File: src/rtl/trace_pkg.sv
// rtl/trace_pkg.sv - shared step layout, beat counts and FSM state for the trace-step path
package trace_pkg;

  localparam int STEP_W        = 560;
  localparam int BEAT_W        = 32;
  localparam int REG_W         = 32;
  localparam int INSTR_W       = 96;
  localparam int HINT_W        = 72;
  localparam int NUM_REGS      = 10;
  localparam int INSTR_MSB     = 559;
  localparam int REGS_MSB      = 463;
  localparam int HINT1_MSB     = 143;
  localparam int HINT2_MSB     = 71;
  localparam int BEATS_PAYLOAD = 18;

  // Register order inside the step, most significant first.
  typedef enum logic [3:0] {
    REG_EAX, REG_EBX, REG_ECX, REG_EDX, REG_ESI,
    REG_EDI, REG_ESP, REG_EBP, REG_EIP, REG_EFLAGS
  } reg_idx_e;

  typedef enum logic {
    ST_IDLE = 1'b0,
    ST_SEND = 1'b1
  } state_e;

endpackage

File: src/rtl/step_pack.sv
// rtl/step_pack.sv - combinational packing of step fields into the 560-bit step vector
module step_pack
  import trace_pkg::*;
(
  input  logic [INSTR_W-1:0]             raw_instr_i,
  input  logic [NUM_REGS-1:0][REG_W-1:0] regs_i,
  input  logic [HINT_W-1:0]              raw_hint1_i,
  input  logic [HINT_W-1:0]              raw_hint2_i,
  output logic [STEP_W-1:0]              step_o
);

  always_comb begin
    step_o = '0;
    step_o[INSTR_MSB -: INSTR_W] = raw_instr_i;
    for (int i = 0; i < NUM_REGS; i++) begin
      step_o[REGS_MSB - REG_W*i -: REG_W] = regs_i[i];
    end
    step_o[HINT1_MSB -: HINT_W] = raw_hint1_i;
    step_o[HINT2_MSB -: HINT_W] = raw_hint2_i;
  end

endmodule

File: src/rtl/trace_step_packer.sv
// rtl/trace_step_packer.sv - captures one step per handshake and streams it as 32-bit beats
module trace_step_packer
  import trace_pkg::*;
#(
  parameter bit HEADER_EN = 1'b1
) (
  input  logic          clk,
  input  logic          rst,
  input  logic          in_valid,
  output logic          in_ready,
  input  logic [95:0]   raw_instr,
  input  logic [31:0]   eax,
  input  logic [31:0]   ebx,
  input  logic [31:0]   ecx,
  input  logic [31:0]   edx,
  input  logic [31:0]   esi,
  input  logic [31:0]   edi,
  input  logic [31:0]   esp,
  input  logic [31:0]   ebp,
  input  logic [31:0]   eip,
  input  logic [31:0]   eflags,
  input  logic [71:0]   raw_hint1,
  input  logic [71:0]   raw_hint2,
  output logic          out_valid,
  input  logic          out_ready,
  output logic [31:0]   out_data,
  output logic          out_last,
  output logic [31:0]   seq_num
);

  localparam logic [4:0] CNT_MAX = HEADER_EN ? 5'(BEATS_PAYLOAD) : 5'(BEATS_PAYLOAD - 1);
  localparam int         EXT_W   = STEP_W + 16;

  state_e              state_q, state_d;
  logic [4:0]          cnt_q, cnt_d;
  logic [STEP_W-1:0]   hold_q, hold_d, step_w;
  logic [BEAT_W-1:0]   hdr_q, hdr_d, seq_q, seq_d, data_q, data_d;
  logic                last_q, last_d;
  logic                capture;

  step_pack u_pack (
    .raw_instr_i (raw_instr),
    .regs_i      ({eflags, eip, ebp, esp, edi, esi, edx, ecx, ebx, eax}),
    .raw_hint1_i (raw_hint1),
    .raw_hint2_i (raw_hint2),
    .step_o      (step_w)
  );

  // The step is padded with 16 zero bits so the final beat is a plain 32-bit slice.
  function automatic logic [BEAT_W-1:0] beat_sel(input logic [STEP_W-1:0] s,
                                                 input logic [BEAT_W-1:0] h,
                                                 input logic [4:0]        c);
    logic [EXT_W-1:0] ext;
    int               k;
    k   = HEADER_EN ? int'(c) - 1 : int'(c);
    ext = {s, 16'h0000} << (BEAT_W * k);
    if (HEADER_EN && c == 5'd0) return h;
    return ext[EXT_W-1 -: BEAT_W];
  endfunction

  assign in_ready = (state_q == ST_IDLE) | ((state_q == ST_SEND) & last_q & out_ready);
  assign capture  = in_valid & in_ready;

  always_comb begin
    state_d = state_q;
    cnt_d   = cnt_q;
    hold_d  = hold_q;
    hdr_d   = hdr_q;
    seq_d   = seq_q;
    if (state_q == ST_SEND && out_ready) begin
      if (last_q) begin
        state_d = ST_IDLE;
        cnt_d   = 5'd0;
      end else begin
        cnt_d   = cnt_q + 5'd1;
      end
    end
    if (capture) begin
      state_d = ST_SEND;
      cnt_d   = 5'd0;
      hold_d  = step_w;
      hdr_d   = seq_q;
      seq_d   = seq_q + 32'd1;
    end
    data_d = beat_sel(hold_d, hdr_d, cnt_d);
    last_d = (state_d == ST_SEND) && (cnt_d == CNT_MAX);
  end

  always_ff @(posedge clk) begin
    if (rst) begin
      state_q <= ST_IDLE;
      cnt_q   <= '0;
      hold_q  <= '0;
      hdr_q   <= '0;
      seq_q   <= '0;
      data_q  <= '0;
      last_q  <= 1'b0;
    end else begin
      state_q <= state_d;
      cnt_q   <= cnt_d;
      hold_q  <= hold_d;
      hdr_q   <= hdr_d;
      seq_q   <= seq_d;
      data_q  <= data_d;
      last_q  <= last_d;
    end
  end

  assign out_valid = (state_q == ST_SEND);
  assign out_data  = data_q;
  assign out_last  = last_q;
  assign seq_num   = seq_q;

endmodule

File: config.mk
export PLATFORM = sky130hd
export DESIGN_NAME = trace_step_packer
export DESIGN_NICKNAME = d
export VERILOG_FILES = /design/src/rtl/trace_pkg.sv /design/src/rtl/step_pack.sv /design/src/rtl/trace_step_packer.sv
export SDC_FILE = /design/constraint.sdc
export NUM_CORES = 1
export LEC_CHECK = 0
export BUFFER_PORTS_ARGS = -buffer_cell sky130_fd_sc_hd__buf_2
export CAP_MARGIN = 25
export CELL_PAD_IN_SITES_DETAIL_PLACEMENT = 2
export CELL_PAD_IN_SITES_GLOBAL_PLACEMENT = 2
export CORE_UTILIZATION = 33
export DETAILED_ROUTE_END_ITERATION = 12
export GPL_TIMING_DRIVEN = 0
export MAX_ROUTING_LAYER = met4
export PLACE_DENSITY_LB_ADDON = 0.1
export SLEW_MARGIN = 30
export SYNTH_ARGS = -nofsm -noshare
export SYNTH_HDL_FRONTEND = slang
export SYNTH_SLANG_ARGS = --single-unit
File: constraint.sdc
create_clock -name clk -period 5 [get_ports clk]
set_input_delay 1 -clock clk [delete_from_list [all_inputs] [get_ports clk]]
set_output_delay 1 -clock clk [all_outputs]
set_load 0.02 [all_outputs]
After elaboration in Yosys (flattened, before gate mapping). Cells that the tools add are included.

Register bits after elaboration: 663. Bits in latches: 0. RAM bits: 0. Bits in read-only memories: 0. Bits of input ports: 564. Output and inout bits: 67. Word-level logic and storage cells: 31. Memories kept: 0.

Add/sub/neg operators: 3. Multiply operators: 0. Div/mod/pow operators: 0. Magnitude comparators: 0. Eq/ne operators: 1. Shift-type cells: 1. Mux-type cells: 11. Bitwise operators: 5. Reductions and logical operators: 3.

Operators by type and width (count): 576-bit by 32-bit left shift with 576-bit output (1); 560-bit 2-to-1 mux (1); 32-bit 2-to-1 mux (3); 32-bit by 1-bit adder with 32-bit output (second input constant) (1); 5-bit 2-to-1 mux (3); 5-bit by 1-bit subtractor with 6-bit output (second input constant) (1); 5-bit by 1-bit adder with 5-bit output (second input constant) (1); 5-bit == test (second input constant) (1); 5-bit zero test (1); 1-bit 2-to-1 mux (4); 1-bit AND (3); 1-bit logical AND (2); 1-bit inverter (1); 1-bit bitwise OR (1).

Longest topological paths before layout.
Depth after elaboration: 8. Depth in mapped cells: 21. Depth with buffers taken out: 13.

Cells and area by module. A second synthesis with hierarchy kept.

Cell total of the unflattened synthesis: 3794. Area, all modules: 33383.3 µm².

By module, submodules not included: trace_step_packer (times used 1, cells each 3234, area each 29179.2 µm², seq. area each 13272.7 µm²); step_pack (times used 1, cells each 560, area each 4204.0 µm², seq. area each 0.0 µm²).

Worst setup path after synthesis. No wires, ideal clock.

Kind: input -> register. From: in out_ready. To: reg data_q[18] (netlist: out_data[18]). Setup time: 0.126 ns. Arrival: 4.534 ns. Required time: 4.874 ns. Slack: 0.340 ns. Cell stages on the path: 19. Buffers on the path: 9. Cell sequence: buf_2 > mux2i_1 > a32o_1 > buf_2 > inv_2 > buf_6 > buf_6 > buf_6 > buf_2 > buf_4 > ha_1 > nor2b_1 > mux2i_1 > o211ai_2 > buf_2 > buf_2 > mux4_2 > a22oi_1 > nand3_1.

Cells in the longest elaborated chain, start to end: 7. Elaborated cells between the ends (all ways): 14. Those cells by class: add/sub (1); shift (1); mux (7); bitwise (3); reduce/logical (2).

Ends and longest elaborated chain: from (decl) (RTL line trace_step_packer.sv:25) `input logic out_ready,`; 1-bit AND (RTL line trace_step_packer.sv:61) `assign in_ready = (state_q == ST_IDLE) | ((state_q == ST_SEND) & last_q & out_ready);`; 1-bit bitwise OR (RTL line trace_step_packer.sv:61); 1-bit AND (RTL line trace_step_packer.sv:62) `assign capture = in_valid & in_ready;`; 5-bit 2-to-1 mux (RTL line trace_step_packer.sv:78) `if (capture) begin`; 5-bit by 1-bit subtractor with 6-bit output / 5-bit zero test (equally long branches) (RTL line trace_step_packer.sv:55, trace_step_packer.sv:57); 576-bit by 32-bit left shift with 576-bit output / 1-bit 2-to-1 mux (equally long branches) (RTL line trace_step_packer.sv:56, trace_step_packer.sv:57); 32-bit 2-to-1 mux * (RTL line trace_step_packer.sv:58) `return ext[EXT_W-1 -: BEAT_W];`; to (signal assigned) (RTL line trace_step_packer.sv:104) `data_q <= data_d;`; to (decl) (RTL line trace_step_packer.sv:37) `logic [BEAT_W-1:0] hdr_q, hdr_d, seq_q, seq_d, data_q, data_d;`.

Every way passes the cells marked *; elsewhere a longest branch is shown, timed or not. The select of a mux whose other input is x is not followed. A chain may end at the register's enable or synchronous reset.

Final worst setup path.
From: reg state_q (netlist: out_valid). To: reg data_q[22] (netlist: out_data[22]).

Cells in the longest elaborated chain, start to end: 8. Elaborated cells between the ends (all ways): 16. Those cells by class: add/sub (1); shift (1); mux (7); bitwise (5); reduce/logical (2).

Ends and longest elaborated chain: from (decl) (RTL line trace_step_packer.sv:34) `state_e state_q, state_d;`; from (signal assigned) (RTL line trace_step_packer.sv:99) `state_q <= state_d;`; 1-bit AND (2 in series) (RTL line trace_step_packer.sv:61); 1-bit bitwise OR (RTL line trace_step_packer.sv:61); 1-bit AND (RTL line trace_step_packer.sv:62); 5-bit 2-to-1 mux (RTL line trace_step_packer.sv:78); 5-bit by 1-bit subtractor with 6-bit output / 5-bit zero test (equally long branches) (RTL line trace_step_packer.sv:55, trace_step_packer.sv:57); 576-bit by 32-bit left shift with 576-bit output / 1-bit 2-to-1 mux (equally long branches) (RTL line trace_step_packer.sv:56, trace_step_packer.sv:57); 32-bit 2-to-1 mux * (RTL line trace_step_packer.sv:58).

Marks and branches as above.

==> summary.md <==
| Metric | Value |
|---|---|
| Status | finished, final reports clean |
| Crit start category | flip-flop |
| Global-route wire length before repair | about 190 mm |
| FMAX | around 0.21 GHz |
| Largest net degree at the start of global routing | 31 |
| RSZ-0062 raised after global routing | false |
| CP required | 5.49 ns |
| Die Wd | about 300 um |
| Min cycle time layout | 4.78 ns |
| Critical Path Sink Type | flip-flop |
| Vias in the first global route | 29000 |
| WS Path Type | flip-flop to flip-flop |
| Fillers | around 9600 |
| Die footprint | 88800 um2 |
| Max-slew violations | 0 |
| FF-to-FF path depth | 17 |
| Initial core utilization | 33.3% |
| Power Dens Cells | roughly 380 nW/um2 |
| Share of async-settable or async-resettable flops after synthesis | 0% |
| Most instantiated library cell after synthesis | dfxtp_1 |
| Synth Flop Type | dfxtp_1 |
| Net switching power | ~4.0 mW |
| VDD IR max | roughly 270 uV |
| Worst-Margin Slew | 1.05 ns |
| Synth Register Bits | 663 |
| H-Tree Depth | 3 |
| FF/Latch Area | 13300 um2 |
| I/O Pins | 631 |
| Clock Path Buffers | 3 |
| Dpl ws | -1.83 ns |
| Initial DRC count | roughly 1200 |
| Internal cell power | 9.82 mW |
| Hold Slack | 0.460 ns |
| Latest clock arrival within the worst-skew pair | 0.64 ns |
| Rows | between 100 and 150 |
| Synth Warn # | 0 |
| Cells after Synth | just over 3000 |
| Critical Path AT | 5.26 ns |
| Detail Route Antenna Nets | 0 |
| Clk pwr share | 42.2% |
| Syn Nets | 3616 |
| Crit-path max FO | 30 |
| GPL Wtd Cong | roughly 0.91 |
| IO Port Bufs | 629 |
| Critical path origin | out_valid |
| Core ar. | 86800 um2 |
| Antenna violations before repair | 39 |
| Max_slew headroom | 29.9% |
| RR Startpoint | out_valid |
| Fin. Hold Viols | 0 |
| GRT Residual Overflow | 0 |
| Die Y-Extent | 298 um |
| Switch share | 28.8% |
| Via count | 26000 |
| Worst setup margin | ~0.22 ns |
| Synth top area cells | dfxtp_1, mux2i_1, nor2_1 |
| Period Utilization, post-route | 95.5% |
| Post-Route Skew | slightly above 0.02 ns |
| Layout cells sized above 1 | 24.7% |
| Total power | 13.8 mW |
| Hold/Removal Path Class | flip-flop to flip-flop |
| Lkg Pwr | 17.5 nW |
| Final-report setup violation count | 0 |
| Sequential power share | 40.9% |
| Drt pass-1 iters | 5 |
| Vias per inst | 5.20 |
| Dominant cell type by area after synthesis | dfxtp_1 |
| Post-Route WL | 136 mm |
| Register area share after synthesis | 45.9% |
| Logic pwr share | between 10% and 20% |
| Post-synth top area share | 45.9% |
| Dpl hpwl | 109 mm |
| Nets | 4326 |
| Cell variety after synth | 66 |
| Post-Syn Area | 28900 um2 |
| Syn Area/Cell | 9.49 um2 |
| Multi-input logic area | 14600 um2 |
| Area Growth Syn to Fin | 25.7% |
| Clock Root Buffer | clkbuf_16 |
| Drt drc | 0 |
| Post-synth EDFFs | 0 |
| R2R Path End | out_data[22] |
| Worst setup path end | out_data[22] |
| Max_cap viols | 0 |
| Reg-to-reg slack, setup | 0.22 ns |
| Clock sink total | between 600 and 700 |
| CTS tree | done |
| TritonCTS Buffers | 79 |
| Average wire per cell in the routed design | ~27 um |
| Clock slew at reported path FFs | roughly 0.060 ns |
| Gr usage total | 30.7% |
| Post-synth top cells | dfxtp_1, mux2i_1, nor2_1 |
cell type report:
class | instances | share of cell area [%]
Multi-Input combinational cell | 2141 | 40.0
Clock inverter | 18 | 0.616
Inverter | 4 | 0.0413
Sequential cell | 663 | 36.5
Clock buffer | 121 | 6.46
Timing Repair Buffer | 631 | 8.72
Buffer | 237 | 3.35
Tap cell | 1155 | 3.98
Antenna cell | 38 | 0.262
power groups by stage:
stage | Clock, mW | Combinational, mW | Sequential (mW)
floorplan | 0 | 1.30 | 5.73
global placement | 0 | 2.21 | 5.74
detailed placement | 0 | 2.29 | 5.76
CTS | 5.92 | 2.32 | 5.64
global route | 6.11 | 2.48 | 5.66
finish | 5.81 | 2.34 | 5.64
cells by family (layout without fill, tap and decap cells):
logic type      after synthesis  count (layout)  share of synthesized area [%]
other cells                   0              38                              0
flops                       663             663                           45.9
fa+ha+maj                     5               5                          0.216
compound gates              322             322                           7.47
simple gates               1084            1084                           15.6
xor+xnor                     35              35                           1.06
buf+inv                     243            1011                           4.09
mux                         695             695                           25.6
worst min path at each step:
stage           startpoint     endpoint  depth (start not counted)
2_1_floorplan   hold_q[14]   hold_q[14]                          2
3_3_place_gp   hold_q[462]  hold_q[462]                          2
5_1_grt        hold_q[159]  hold_q[159]                          2
3_5_place_dp   hold_q[462]  hold_q[462]                          2
4_1_cts        hold_q[462]  hold_q[462]                          2
6_report       hold_q[159]  hold_q[159]                          2
layer usage:
layer / global-route usage [%] / wire length, um / share of wire [%] / vias to the layer above
met5: - / 0 / 0 / -
met3: 5.43 / 6220 / 4.6 / 212
met2: 52.4 / 67100 / 49 / 666
met1: 36.0 / 57400 / 42 / 13200
li1: - / - / - / 12000
met4: 10.8 / 4970 / 3.7 / 0
worst max-delay path, stage by stage (launching register included):
cell,delay (ns)
dfxtp_1,0.46
buf_6,0.18
mux2i_1,0.08
a32o_1,0.21
buf_2,0.18
inv_2,0.20
buf_6,0.24
buf_6,0.22
buf_12,0.28
ha_1,0.18
clkbuf_1,0.30
buf_2,0.34
clkbuf_8,0.30
clkbuf_2,0.33
clkbuf_2,0.35
a2111oi_0,0.12
o21ai_0,0.45
nand3_1,0.14
through the flow:
stage | TNS (ns) | util (%) | instances | area, um2
2_1_floorplan | 0 | - | 3047 | 28900
3_3_place_gp | -60.81 | 38.6 | 4831 | 33500
3_5_place_dp | -52.08 | 38.6 | 4831 | 33500
4_1_cts | 0 | 41.7 | 4968 | 36200
5_1_grt | 0 | 41.9 | 5004 | 36300
6_report | 0 | 41.9 | 5008 | 36300
placed cells by master, fill, tap and decap left out, drive strengths merged, types with 12 or more instances in the layout:
cell / count
buf: 740
dfxtp: 663
mux2i: 646
nor2: 533
nand2: 360
clkbuf: 249
a21oi: 141
nand3: 81
diode: 38
o21ai: 37
mux4: 35
a32o: 34
nand3b: 33
a211oi: 32
and3: 27
xor2: 23
and2: 20
a2111oi: 17
a22oi: 15
mux2: 14
a32oi: 13
a311oi: 13
xnor2: 12
repair_timing:
item                                    4_1_cts  5_1_grt
gates resized for setup                      38       10
setup buffers                                 0        1
hold buffers                                  0        0
endpoints found under the setup margin       32       27
pin swaps                                     0        1
state kept, by name (all words and copies together) (netlist names):
register	count
hdr_q	32
out_data	32
out_valid	1
seq_num	32
out_last	1
cnt_q	5
hold_q	560
(Power assumes the default switching activity.)
